==> config.mk <==
export PLATFORM = sky130hd
export DESIGN_NAME = packet_builder
export DESIGN_NICKNAME = d
export VERILOG_FILES = /design/src/rtl/packet_builder.sv
export SDC_FILE = /design/constraint.sdc
export NUM_CORES = 2
export LEC_CHECK = 0
export CORE_ASPECT_RATIO = 2
export CORE_MARGIN = 1.5
export CORE_UTILIZATION = 50
export DETAILED_ROUTE_END_ITERATION = 16
export GPL_TIMING_DRIVEN = 0
export PLACE_DENSITY = 0.78
export SLEW_MARGIN = 0
export SYNTH_ARGS = -nofsm -noshare
export SYNTH_HDL_FRONTEND = slang
export SYNTH_SLANG_ARGS = --single-unit
==> constraint.sdc <==
create_clock -name clk -period 27.2 [get_ports clk]
set_clock_uncertainty 0.15 [all_clocks]
set_input_delay 5.44 -clock clk [delete_from_list [all_inputs] [get_ports clk]]
set_output_delay 5.44 -clock clk [all_outputs]
set_load 0.02 [all_outputs]
==> src/rtl/packet_builder.sv <==
// packet_builder: accepts one message (stream ID + payload) per handshake,
// assigns the next per-stream sequence number and serializes the packet as
// 32-bit words: header {len LE, stream LE}, seq LE, then payload words.
module packet_builder #(
    parameter int NUM_STREAMS = 16,
    parameter int MAX_PAYLOAD = 32
) (
    input  logic                       clk,
    input  logic                       reset,
    input  logic                       msg_val,
    output logic                       msg_ready,
    input  logic [15:0]                msg_stream,
    input  logic [5:0]                 msg_len,
    input  logic [0:8*MAX_PAYLOAD-1]   msg_data,
    output logic [31:0]                dataOut,
    output logic                       dataOut_val,
    input  logic                       dataOut_ready,
    output logic                       dataOut_last,
    output logic                       msg_err
);

    localparam int SW = (NUM_STREAMS > 1) ? $clog2(NUM_STREAMS) : 1;
    localparam int PW = (MAX_PAYLOAD + 3) / 4;           // payload words max
    localparam int IW = (PW > 1) ? $clog2(PW) : 1;

    typedef enum logic [1:0] {IDLE, HDR, SEQ, PAY} state_t;

    state_t               state_q, state_d;
    logic                 ready_q, ready_d;
    logic [15:0]          stream_q, stream_d;
    logic [5:0]           len_q, len_d;
    logic [0:32*PW-1]     data_q, data_d;    // payload, bytes past len zeroed
    logic [31:0]          seq_q, seq_d;
    logic [IW-1:0]        widx_q, widx_d;
    logic [31:0]          dout_q, dout_d;
    logic                 val_q, val_d;
    logic                 last_q, last_d;
    logic                 err_q, err_d;
    logic [31:0]          next_seq_q [NUM_STREAMS];
    logic [31:0]          next_seq_d [NUM_STREAMS];

    logic                 xfer;
    logic                 bad;
    logic [SW-1:0]        sidx;
    logic [15:0]          len_l;
    logic [IW-1:0]        n_idx;
    logic [31:0]          n_word;
    logic [7:0]           n_end;
    logic                 n_last;

    assign xfer   = val_q && dataOut_ready;
    assign bad    = (msg_stream >= 16'(NUM_STREAMS)) || (int'(msg_len) > MAX_PAYLOAD);
    assign sidx   = msg_stream[SW-1:0];
    assign len_l  = 16'd8 + 16'(msg_len);

    // Next payload word to present: word 0 when leaving SEQ, else the one after widx.
    assign n_idx  = (state_q == SEQ) ? '0 : widx_q + IW'(1);
    assign n_word = data_q[{n_idx, 5'b00000} +: 32];
    assign n_end  = 8'({n_idx, 2'b00}) + 8'd4;
    assign n_last = n_end >= 8'(len_q);

    // Next-state, capture and output-word selection.
    always_comb begin
        state_d    = state_q;
        stream_d   = stream_q;
        len_d      = len_q;
        data_d     = data_q;
        seq_d      = seq_q;
        widx_d     = widx_q;
        dout_d     = dout_q;
        val_d      = val_q;
        last_d     = last_q;
        err_d      = 1'b0;
        next_seq_d = next_seq_q;
        case (state_q)
            IDLE: begin
                if (msg_val && ready_q) begin
                    if (bad) begin
                        err_d = 1'b1;
                    end else begin
                        stream_d = msg_stream;
                        len_d    = msg_len;
                        data_d   = '0;
                        for (int k = 0; k < MAX_PAYLOAD; k++)
                            data_d[8*k +: 8] = (k < int'(msg_len)) ? msg_data[8*k +: 8] : 8'h00;
                        seq_d            = next_seq_q[sidx];
                        next_seq_d[sidx] = next_seq_q[sidx] + 32'd1;
                        state_d = HDR;
                        val_d   = 1'b1;
                        last_d  = 1'b0;
                        dout_d  = {len_l[7:0], len_l[15:8], msg_stream[7:0], msg_stream[15:8]};
                    end
                end
            end
            HDR: begin
                if (xfer) begin
                    state_d = SEQ;
                    dout_d  = {seq_q[7:0], seq_q[15:8], seq_q[23:16], seq_q[31:24]};
                    last_d  = (len_q == 6'd0);
                end
            end
            SEQ, PAY: begin
                if (xfer) begin
                    if (last_q) begin
                        state_d = IDLE;
                        val_d   = 1'b0;
                        last_d  = 1'b0;
                        dout_d  = '0;
                    end else begin
                        state_d = PAY;
                        widx_d  = n_idx;
                        dout_d  = n_word;
                        last_d  = n_last;
                    end
                end
            end
            default: state_d = IDLE;
        endcase
        ready_d = (state_d == IDLE);
    end

    // State and datapath registers; counters restart at 1 on reset.
    always_ff @(posedge clk or posedge reset) begin
        if (reset) begin
            state_q  <= IDLE;
            ready_q  <= 1'b0;
            stream_q <= '0;
            len_q    <= '0;
            data_q   <= '0;
            seq_q    <= '0;
            widx_q   <= '0;
            dout_q   <= '0;
            val_q    <= 1'b0;
            last_q   <= 1'b0;
            err_q    <= 1'b0;
            for (int s = 0; s < NUM_STREAMS; s++) next_seq_q[s] <= 32'd1;
        end else begin
            state_q    <= state_d;
            ready_q    <= ready_d;
            stream_q   <= stream_d;
            len_q      <= len_d;
            data_q     <= data_d;
            seq_q      <= seq_d;
            widx_q     <= widx_d;
            dout_q     <= dout_d;
            val_q      <= val_d;
            last_q     <= last_d;
            err_q      <= err_d;
            next_seq_q <= next_seq_d;
        end
    end

    assign msg_ready    = ready_q;
    assign dataOut      = dout_q;
    assign dataOut_val  = val_q;
    assign dataOut_last = last_q;
    assign msg_err      = err_q;

endmodule

* After elaboration in Yosys (flattened, before gate mapping)
Index checks and enable logic that the tools add are counted.
Storage, ports and cells: output and inout bits 36, bits in registers 847, word-level logic and storage cells 158, bits of input ports 282
Operators by class: reductions and logical operators 13, order comparisons 37, multiplexer cells 65, shift-type cells 1, equality and inequality tests 8, $add $sub $neg 4, bitwise logic cells 4
Operators with widths (number):
- $bwmux W512 | 1
- $shiftx A256 B9 Y257 | 1
- $mux W32 | 8
- $mux W8 | 32
- $bmux W32 S4 | 1
- $demux W32 S4 | 1
- $lt A5 B6 Y1 const A | 16
- $pmux W32 S3 | 1
- $lt A4 B6 Y1 const A | 8
- $add A32 B1 Y32 const B | 1
- $lt A3 B6 Y1 const A | 4
- $ge A16 B5 Y1 const B | 1
- $lt A1 B6 Y1 const A | 2
- $lt A2 B6 Y1 const A | 2
- $mux W1 | 12
- $mux W2 | 5
- $ne A2 B2 Y1 const B | 5
- $not A8 Y9 | 1
- $add A4 B6 Y7 const A | 1
- $add A5 B3 Y6 const B | 1
- $ge A6 B6 Y1 | 1
- $gt A6 B6 Y1 const B | 1
- $logic_not A6 Y1 | 1
- $pmux W2 S3 | 1
- other kinds (18) | 24

* Logic depth before layout (Yosys ltp)
word-level depth 7, gate-level depth with buffers 15, depth with buffers taken out 11

* Worst setup path before layout
No wires, ideal clock.
path type input to register, start point in msg_stream[0], end point reg next_seq_q[156] (netlist bit), slack 18562 ps, data required time 26921 ps, stages 15, path buffers 6, arrival 8359 ps, setup time 129 ps, cell sequence buf_6 buf_8 buf_8 mux4_2 a22oi_1 nand2_1 buf_2 clkbuf_1 ha_1 nand2_1 nor4_4 nand3_1 xor2_1 buf_2 o21ai_1
On the way: cells in the longest elaborated chain, start to end 6, elaborated cells between the ends (all ways) 15, those cells by class add/sub: 1; order compare: 3; mux: 6; bitwise: 2; reduce/logical: 3
RTL lines:
- from (decl) | line 12 | input logic [15:0] msg_stream,
- $not A4 Y5 (implied by the code) | line 87 | next_seq_d[sidx] = next_seq_q[sidx] + 32'd1;
- $bmux W32 S4, or another cell as far along | line 87
- $mux W32 (implied by the code) or $logic_and A1 B1 Y1 (tied branches) | line 87
- $mux W32 (implied by the code) | line 87
- $add A32 B1 Y32 or $demux W32 S4 (tied branches) | line 87
- $bwmux W512 | line 87
- to (signal assigned) | line 149 | next_seq_q <= next_seq_d;
- to (decl) | line 39 | logic [31:0] next_seq_q [NUM_STREAMS];
Parallel ways exist; a longest one is shown, timed or not. The select of a mux whose other input is x is not followed. A chain may end at the register's enable or synchronous reset.

* Final worst setup path
start point in msg_stream[1], end point reg next_seq_q[274] (netlist bit)
Same word-level chain as after synthesis.

==> run summary <==
The via count of the first global-routing pass came out at 35.14k. The core outline area came out at ~76000 µm². Summing all flip-flop and latch instances after layout gives about 21000 µm².

The main combinational cell family by area after synthesis is simple AND/OR/NAND/NOR gates. The number of unique standard cell types used by synthesis is roughly 60. In this run the critical register-to-register path is launched from state_q[0]$_DFF_PP0_.

The fraction of the yosys area taken by sequential cells is a little under three fifths. The number of filler instances in the final layout is around 6.3k. The clock sink total came out at about 850. The flop and latch count out of synthesis came out at between 800 and 900. The pin count of the biggest net entering global routing is 47. In the final routed layout, each cell accounts on average for roughly 27 µm. The number of synthesized flops with an enable pin came out at 0. The maximum vdd ir drop came out at between 0.05 and 0.06 mV.

Input and output buffers added on the ports amount to around 310. The mux cell area share after synthesis came out at 9.517%. The width of the chip came out at between 150 and 200 µm. The post-synthesis compound-gate area fraction came out at around 11%. Setup repair after global routing left no endpoint under its margin.

Post-CTS timing repair inserted 0 buffers for setup. The floorplan step defined a die boundary enclosing around 79000 µm². In this run the biggest area consumer among cell types represents 53.98% of the synthesized area. Counting flops with an async set or reset pin after synthesis yields a share of 100.0%. Leaving out fill and tap cells, the most frequent cell in the layout is nand2_1. The synthesized-area fraction occupied by adder cells came out at 0.2598%. The clock transition at the registers of the reported paths came out at around 70 ps.

The path class of the tightest hold or removal check is reg2reg. Dividing total power by cell area gives a power density of 54.82 nW/µm². Across the run, the number of max-cap violations was 0. STA classifies the critical path endpoint as a flip-flop. The capturing point of the worst reg2reg path is dataOut_last$_DFFE_PP0P_. dfrtp_1 takes more of the synthesized area than any other cell. The number of hold-slack violations in the final timing report came out at 0. The final layout net count came out at 4641. The total global routing track utilization is 37.52%. The flow ran to the end, and the final reports show no timing, DRC or antenna violations. In this run, post-CTS hold repair placed 0 buffers. Before antenna repair, the detailed router went through 6 iterations. Of all nets on the critical path, the largest fanout is 10. The timing startpoint of the critical path is msg_stream[1].

The worst-skew pair later-pin latency is ~670 ps. The fmax came out at about 94 MHz. In this run, CTS created clock tree buffers numbering 74. The worst setup path is launched from a primary input. The post-route netlist has 9.637% of its cells at a drive strength greater than 1. Summing every instance area after synthesis gives between 30000 and 40000 µm².

The gate count of the mapped netlist is just under 4k. The global-route wire length before repair is roughly 210000 µm. The initial antenna violation count was 6.

Among all flip-flop cells after synthesis, the most frequent one is dfrtp_1. After synthesis, the cell types taking the most area are dfrtp_1 54%, nand2_1 13%, mux4_2 8.0%, o21ai_0 6.0%, nand3_1 4.3%. The worst slack at placement came out at 16060 ps.

The simple-gate share of the synthesized area came out at 19.57%. The depth of the worst register-to-register path is 14. The setup slack of the worst register-to-register path came out at approximately 22000 ps. The post-synthesis share of cell area spent on xor and xnor gates is 0.9062%. Summed over all cells, the static leakage comes to 20.70 nW. The number of placed instances, taps included, is ~5.3k. At the worst endpoint, the arrival time is 11000 ps. The setup TNS is 0 ps. The total setup violations reported at the end of the flow is 0. In the finished design, the share of the clock period the worst path needs comes to approximately two fifths.

The placed cell area is between 40000 and 50000 µm². The worst max-slew margin expressed relative to the limit is 6.733%. The critical path in this run is classified as in2reg. The initial detailed-routing violation count came out at about 3.4k. The via total after detailed routing came out at approximately 33k. The starting utilization of the core area came out at roughly half.

The final global-route overflow total is 0. TritonCTS built the clock tree. The post-synthesis average cell area came out at between 9 and 10 µm².

In the routed design, unresolved DRC markers number 0. The required time at the endpoint of the critical path is around 28000 ps. The die extent in y came out at roughly 400 µm. In the layout the commonest cells are 1310 x nand2_1, 831 x dfrtp_1, 461 x o21ai_0. The post-layout minimum cycle time is approximately 11000 ps.

Detailed placement finished with a half-perimeter wire length of 112500 µm. The cell row count came out at ~140. The total wire length after detailed routing is ~140000 µm. The number of gates resized after CTS was 0. The maximum level of the CTS H-tree is 3. The number of pins with negative max-slew slack in the final report came to 0.

The design area came out at 45890 µm². The synthesized net count came out at 4230. The transition time at the pin with the least slew margin is 1387 ps.

The detail-routed via count per cell came out at just over 6. The count of warnings emitted by yosys came out at 0. The remaining antenna violation count is 0. The critical path ends at next_seq_q[274]$_DFFE_PP0P_. The number of ports placed on the die boundary came out at ~320. The worst setup margin is 16570 ps. The count of cells in the finished layout, fillers not included, comes to 5431.

The multi-input logic area came out at 15840 µm². The congestion estimate from routability-driven global placement came to 1.007. The post-synthesis to final-layout area growth came out at 19.13%.

Clock tree synthesis selected as its root buffer the cell clkbuf_16. Counting along the longest clock path gives a buffer depth of 3. The utilization after layout came out at between 60 and 70%.
==> registers in the layout (all words and copies together) (netlist names) <==
name,cells
data_q,256
dataOut_last,1
widx_q,3
msg_ready,1
dataOut_val,1
state_q,2
dataOut,32
len_q,6
msg_err,1
seq_q,32
next_seq_q,512
==> power breakdown <==
part           internal [W]  switching [W]
clock              0.000610       0.000504
sequential          0.00126    0.000000636
combinational     0.0000582      0.0000829
total               0.00193       0.000588
==> how the worst min path moves through the flow <==
stage	from	slack [ps]	cells past startpoint	end
after floorplan	data_q[192]$_DFFE_PP0P_	280	2	data_q[192]$_DFFE_PP0P_
after global placement	data_q[192]$_DFFE_PP0P_	290	2	data_q[192]$_DFFE_PP0P_
after detailed placement	data_q[199]$_DFFE_PP0P_	300	2	data_q[199]$_DFFE_PP0P_
after CTS	data_q[199]$_DFFE_PP0P_	320	2	data_q[199]$_DFFE_PP0P_
after global routing	data_q[229]$_DFFE_PP0P_	330	2	data_q[229]$_DFFE_PP0P_
final	data_q[199]$_DFFE_PP0P_	310	2	data_q[199]$_DFFE_PP0P_
==> critical path: stages <==
cell,delay (ps)
clkdlybuf4s50_1,640
buf_2,550
buf_2,550
mux4_2,320
a22oi_1,100
nand2_1,110
buf_2,200
clkbuf_1,480
ha_1,450
nand2_1,150
nor4_4,860
nand3_1,180
xor2_1,500
buf_2,320
o21ai_0,130
==> final cells by class <==
type	instances	area share, %
diodes	6	0.03272
multi-input cells	2775	34.51
inverters	12	0.1063
clock buffers	110	4.856
plain buffers	306	3.111
flip-flops and latches	847	46.23
repair buffers	335	7.787
well taps	1015	2.767
clock inverters	25	0.5944
==> logic make-up after synthesis <==
logic type               count (synthesis)
multiplexers                           188
adder cells (fa/ha/maj)                  8
XOR/XNOR                                33
AO/OA/AOI/OAI                          742
flip-flops                             847
AND/OR/NAND/NOR                       1804
buffers and inverters                  318
==> stage by stage <==
step / hold WS [ps] / total power [W]
after floorplan: 281.1 / 0.001341
after global placement: 293.1 / 0.001418
after detailed placement: 300.4 / 0.001423
after CTS: 315.3 / 0.002515
after global routing: 334.4 / 0.002568
final: 313.9 / 0.002516
==> cells in the mapped netlist, types with 30 or more instances <==
cell type	instances
nand2_1	1310
dfrtp_1	831
o21ai_0	461
nand3_1	333
clkbuf_1	225
mux4_2	136
o21ai_1	66
nor2_1	54
a21oi_1	48
a221oi_1	38
a22oi_1	38
a31oi_1	31
buf_2	30
==> per-layer routing <==
| layer | vias to the layer above | part of all wire [%] | GRT usage, % |
|---|---|---|---|
| li1 | 14400 | - | - |
| met1 | 16320 | 31 | 37.02 |
| met2 | 1861 | 50 | 63.77 |
| met3 | 703 | 8.1 | 8.014 |
| met4 | 0 | 11 | 36.36 |
| met5 | - | 0 | 0 |
(Power assumes the default switching activity.)
